### config.mk
export PLATFORM = sky130hd
export DESIGN_NAME = pc_fetch_ctrl
export DESIGN_NICKNAME = d
export VERILOG_FILES = /design/src/rtl/pc_ctrl_pkg.sv /design/src/rtl/next_pc_sel.sv /design/src/rtl/pc_fetch_ctrl.sv
export SDC_FILE = /design/constraint.sdc
export NUM_CORES = 1
export LEC_CHECK = 0
export CORE_MARGIN = 3
export CORE_UTILIZATION = 45
export DETAILED_ROUTE_END_ITERATION = 6
export GPL_ROUTABILITY_DRIVEN = 0
export PLACE_DENSITY = 0.73
export SLEW_MARGIN = 20
export SYNTH_ARGS = -nofsm -noshare
export SYNTH_HDL_FRONTEND = slang
export SYNTH_HIERARCHICAL = 1
export SYNTH_SLANG_ARGS = --single-unit
### constraint.sdc
create_clock -name clk -period 3.55 [get_ports clk]
set_input_delay 1.065 -clock clk [delete_from_list [all_inputs] [get_ports clk]]
set_output_delay 1.065 -clock clk [all_outputs]
set_load 0.02 [all_outputs]
### src/rtl/pc_ctrl_pkg.sv
// Shared types and constants for the PC fetch sequencer (pc_fetch_ctrl).
package pc_ctrl_pkg;

  localparam int          XLEN_DEF         = 64;
  localparam logic [63:0] DEF_RESET_VECTOR = 64'h0;
  localparam int          INSTR_BYTES      = 4;

  typedef enum logic [1:0] {
    ST_IDLE,
    ST_REQ,
    ST_WAIT,
    ST_HOLD
  } fetch_state_e;

endpackage

### src/rtl/next_pc_sel.sv
// Next-PC datapath: sequential PC+4, branch target br_pc+(br_imm<<1), and select.
module next_pc_sel
  import pc_ctrl_pkg::*;
#(
  parameter int XLEN = XLEN_DEF
) (
  input  logic [XLEN-1:0] i_pc,
  input  logic [XLEN-1:0] i_br_pc,
  input  logic [XLEN-1:0] i_br_imm,
  input  logic            i_sel,
  output logic [XLEN-1:0] o_seq_pc,
  output logic [XLEN-1:0] o_target,
  output logic [XLEN-1:0] o_next_pc,
  output logic            o_misalign
);

  localparam logic [XLEN-1:0] ALIGN_MASK = ~XLEN'(INSTR_BYTES - 1);

  logic [XLEN-1:0] w_raw_target;

  // Both adders wrap at XLEN bits; the carry out is intentionally dropped.
  assign o_seq_pc     = i_pc + XLEN'(INSTR_BYTES);
  assign w_raw_target = i_br_pc + (i_br_imm << 1);
  assign o_target     = w_raw_target & ALIGN_MASK;
  assign o_misalign   = w_raw_target[1];
  assign o_next_pc    = i_sel ? o_target : o_seq_pc;

endmodule

### src/rtl/pc_fetch_ctrl.sv
// PC register, instruction-memory request sequencer and fetch->decode handoff.
// Define FETCH_MISALIGN_TRAP_EN to trap on halfword-aligned branch targets.
module pc_fetch_ctrl
  import pc_ctrl_pkg::*;
#(
  parameter int              XLEN         = XLEN_DEF,
  parameter logic [XLEN-1:0] RESET_VECTOR = DEF_RESET_VECTOR[XLEN-1:0]
) (
  input  logic            clk,
  input  logic            rst_n,
  input  logic            i_stall,
  input  logic            i_br_taken,
  input  logic [XLEN-1:0] i_br_pc,
  input  logic [XLEN-1:0] i_br_imm,
  output logic            o_imem_req_valid,
  output logic [XLEN-1:0] o_imem_req_addr,
  input  logic            i_imem_req_ready,
  input  logic            i_imem_rsp_valid,
  input  logic [31:0]     i_imem_rsp_data,
  output logic            o_if_valid,
  input  logic            i_if_ready,
  output logic [XLEN-1:0] o_if_pc,
  output logic [31:0]     o_if_instr,
  output logic            o_misalign_trap
);

`ifdef FETCH_MISALIGN_TRAP_EN
  localparam bit TRAP_EN = 1'b1;
`else
  localparam bit TRAP_EN = 1'b0;
`endif

  fetch_state_e    r_state;
  logic [XLEN-1:0] r_pc;
  logic            r_drop;
  logic            r_req_valid;
  logic [XLEN-1:0] r_req_addr;
  logic            r_if_valid;
  logic [XLEN-1:0] r_if_pc;
  logic [31:0]     r_if_instr;
  logic            r_trap;

  logic [XLEN-1:0] w_seq_pc;
  logic [XLEN-1:0] w_target;
  logic [XLEN-1:0] w_next_pc;
  logic            w_misalign;
  logic            w_trap;
  logic [XLEN-1:0] w_pc_upd;

  next_pc_sel #(
    .XLEN (XLEN)
  ) u_next_pc_sel (
    .i_pc       (r_pc),
    .i_br_pc    (i_br_pc),
    .i_br_imm   (i_br_imm),
    .i_sel      (i_br_taken),
    .o_seq_pc   (w_seq_pc),
    .o_target   (w_target),
    .o_next_pc  (w_next_pc),
    .o_misalign (w_misalign)
  );

  // A trapping redirect leaves the PC where it was but still kills the fetch.
  assign w_trap   = TRAP_EN & i_br_taken & w_misalign;
  assign w_pc_upd = w_trap ? r_pc : w_next_pc;

  // NOTE: all state here uses <= so every branch of the FSM sees the
  // pre-edge values of r_pc/r_drop regardless of statement order.
  always_ff @(posedge clk or negedge rst_n) begin
    if (!rst_n) begin
      r_state     <= ST_IDLE;
      r_pc        <= RESET_VECTOR;
      r_drop      <= 1'b0;
      r_req_valid <= 1'b0;
      r_req_addr  <= RESET_VECTOR;
      r_if_valid  <= 1'b0;
      r_if_pc     <= '0;
      r_if_instr  <= '0;
      r_trap      <= 1'b0;
    end else begin
      r_trap <= w_trap;
      case (r_state)
        ST_IDLE: begin
          if (i_br_taken) begin
            r_pc <= w_pc_upd;
          end else if (!i_stall) begin
            r_req_valid <= 1'b1;
            r_req_addr  <= r_pc;
            r_state     <= ST_REQ;
          end
        end
        ST_REQ: begin
          // The request address stays put until accepted; its response is dropped.
          if (i_br_taken) begin
            r_pc   <= w_pc_upd;
            r_drop <= 1'b1;
          end
          if (i_imem_req_ready) begin
            r_req_valid <= 1'b0;
            r_state     <= ST_WAIT;
          end
        end
        ST_WAIT: begin
          if (i_br_taken) begin
            r_pc   <= w_pc_upd;
            r_drop <= !i_imem_rsp_valid;
            if (i_imem_rsp_valid) r_state <= ST_IDLE;
          end else if (i_imem_rsp_valid) begin
            if (r_drop) begin
              r_drop  <= 1'b0;
              r_state <= ST_IDLE;
            end else begin
              r_if_valid <= 1'b1;
              r_if_pc    <= r_pc;
              r_if_instr <= i_imem_rsp_data;
              r_state    <= ST_HOLD;
            end
          end
        end
        ST_HOLD: begin
          if (i_br_taken || i_if_ready) begin
            r_pc       <= w_pc_upd;
            r_if_valid <= 1'b0;
            r_state    <= ST_IDLE;
          end
        end
        default: r_state <= ST_IDLE;
      endcase
    end
  end

  assign o_imem_req_valid = r_req_valid;
  assign o_imem_req_addr  = r_req_addr;
  assign o_if_valid       = r_if_valid;
  assign o_if_pc          = r_if_pc;
  assign o_if_instr       = r_if_instr;
  assign o_misalign_trap  = r_trap;

  a_req_stable : assert property (@(posedge clk) disable iff (!rst_n)
    (r_req_valid && !i_imem_req_ready) |=> (r_req_valid && $stable(r_req_addr)));

  a_if_stable : assert property (@(posedge clk) disable iff (!rst_n)
    (r_if_valid && !i_if_ready && !i_br_taken)
      |=> (r_if_valid && $stable(r_if_pc) && $stable(r_if_instr)));

endmodule

==> reports/qor.csv <==
metric,value,unit
clkLatencyLatePin,540,ps
pre_cts_ws,-901,ps
grt_start_max_net_pins,65,
drt-wirelength-per-cell,19.5,um
grt_usage,24.5,%
core_area,31100,um2
rsz0062_at_grt,yes,
drt_wl_total,44.9,mm
cts_tree,yes,
drtIter0Drc,772,
violations,negative setup slack,
grt_pass1_wl,68.0,mm
drcViolationCount,0,
swShare,36.4,%
most-common-layout-cells,"clkdlybuf4s50_1 (256), buf_4 (252), mux2_2 (239), dfrtp_1 (229), nor2_1 (112)",
synthToLayoutAreaGrowth,51.2,%
antenna_found_initial,7,
cp-end-kind,flip-flop,
postPlaceCellArea,19800,um2
worst_slew_pin_slew,579,ps
crit_fanout,4,
rows,64,
vias,12700,
slew_headroom,61.4,%
crit_required,3980,ps
layout_setup_ws,-5.89,ps
fmaxAchievable,0.281,GHz
maxCapViolCount,0,
pin_count,330,
worst_ir_drop_vdd,0.000588,V
skew,14.4,ps
die_h,185,um
final_nets,2121,
power_switching,0.00527,W
cts_inserted_buffers,26,
timing.final.crit_share,100,%
first_pass_iters,5,
postRouteAntennaNets,0,
die_area,34100,um2
hold_class,input pin to asynchronous set/reset pin,
port_buffers,326,
finalHoldWorstSlack,455,ps
worstSetupPathType,input pin to flip-flop,
dpl.hpwl,32.1,mm
start_util,46.3,%
synth_area,14400,um2
cp.arrival,3980,ps
synthesis.nets,1570,
clock_power_share,18.9,%
clk_path_buf_depth,3,
intPower,0.00922,W
synth_cells,1339,
viasPerCell,5.51,
clk_pin_slew_worst_paths,60,ps
ctsHtreeMaxLevel,1,
comb_power_share,47.2,%
drive_above_1_share,37.5,%
fillers,2227,
finalCriticalPeriod,3560,ps
total_leakage_power,9.74,nW
cts_root_buf,clkbuf_16,
tns,-5.89,ps
layout_commonest_cell,clkdlybuf4s50_1,
power_frac_seq,33.9,%
worst-r2r-cell-count,10,
fp.dieW,185,um
cts_sinks,229,
cp-start-kind,input pin,
finalMaxSlewViolations,0,
syn_area_per_cell,10.7,um2
design_area,21800,um2
grt_overflow,0,
setup_violations,1,
synth_warnings,6,
p_per_area,666,nW/um2
outcome,"complete, but fails checks",
finalHoldViolCount,0,
final_util,70.0,%
grt_pass1_vias,13000,
[critical path, cell delays in order]
cell and delay [ps]:
clkdlybuf4s50_1 520, ha_4 230, buf_4 140, a31oi_4 150, o211ai_1 240, a311oi_2 450, o21a_1 220, o21a_4 180
o21ai_2 80, xor2_1 160, mux2_2 260, mux2_4 270
[metrics by stage]
stage               power, W  cells
detailed placement    0.0115   2233
global route          0.0153   2304
finish                0.0145   2305
global placement      0.0113   2233
floorplan            0.00836   1339
CTS                   0.0144   2285
[flip-flops by register name, indices dropped and copies added, names as in the netlist]
signal / count
o_if_instr: 32
o_imem_req_addr: 64
r_state: 2
r_drop: 1
r_pc: 64
o_if_valid: 1
o_if_pc: 64
o_imem_req_valid: 1
[final timing paths]
path,from,end,slack [ps]
min reg2reg,o_imem_req_valid,o_imem_req_valid,500
min,rst_n,o_if_instr[4],460
max in group asynchronous,rst_n,o_if_instr[19],2280
min in group clk,o_imem_req_valid,o_imem_req_valid,500
max,i_br_imm[19],r_pc[38],-6
max reg2reg,r_pc[4],r_pc[45],310
[layer usage]
layer / vias to the layer above / wire length, um / global-route usage (%)
li1: 5954 / - / -
met1: 6215 / 18900 / 31.6
met2: 431 / 21500 / 42.0
met3: 103 / 3000 / 4.93
met4: 8 / 1390 / 6.72
met5: - / 44 / 0
[final cells by class]
cell class | count | area, um2 | area share, %
inverters | 18 | 67.6 | 0.311
diodes | 3 | 7.51 | 0.0345
clock inverters | 12 | 158 | 0.725
well taps | 396 | 495 | 2.28
multi-input cells | 1029 | 9250 | 42.5
clock buffers | 32 | 703 | 3.23
repair buffers | 586 | 5350 | 24.6
flip-flops and latches | 229 | 5730 | 26.3
[power by group through the flow]
stage | Clock [W] | Combinational [W] | Sequential (W)
2_1_floorplan | 0 | 0.00263 | 0.00573
3_3_place_gp | 0 | 0.00648 | 0.00483
3_5_place_dp | 0 | 0.00659 | 0.00492
4_1_cts | 0.00282 | 0.00670 | 0.00490
5_1_grt | 0.00292 | 0.00728 | 0.00507
6_report | 0.00274 | 0.00684 | 0.00491
[repair_timing]
action,4_1_cts,5_1_grt
gates resized for setup,79,157
setup buffers,8,18
pin swaps,36,82
setup endpoints to repair,33,28
hold buffers,0,0
No activity file was read; power rests on OpenSTA's default activity.
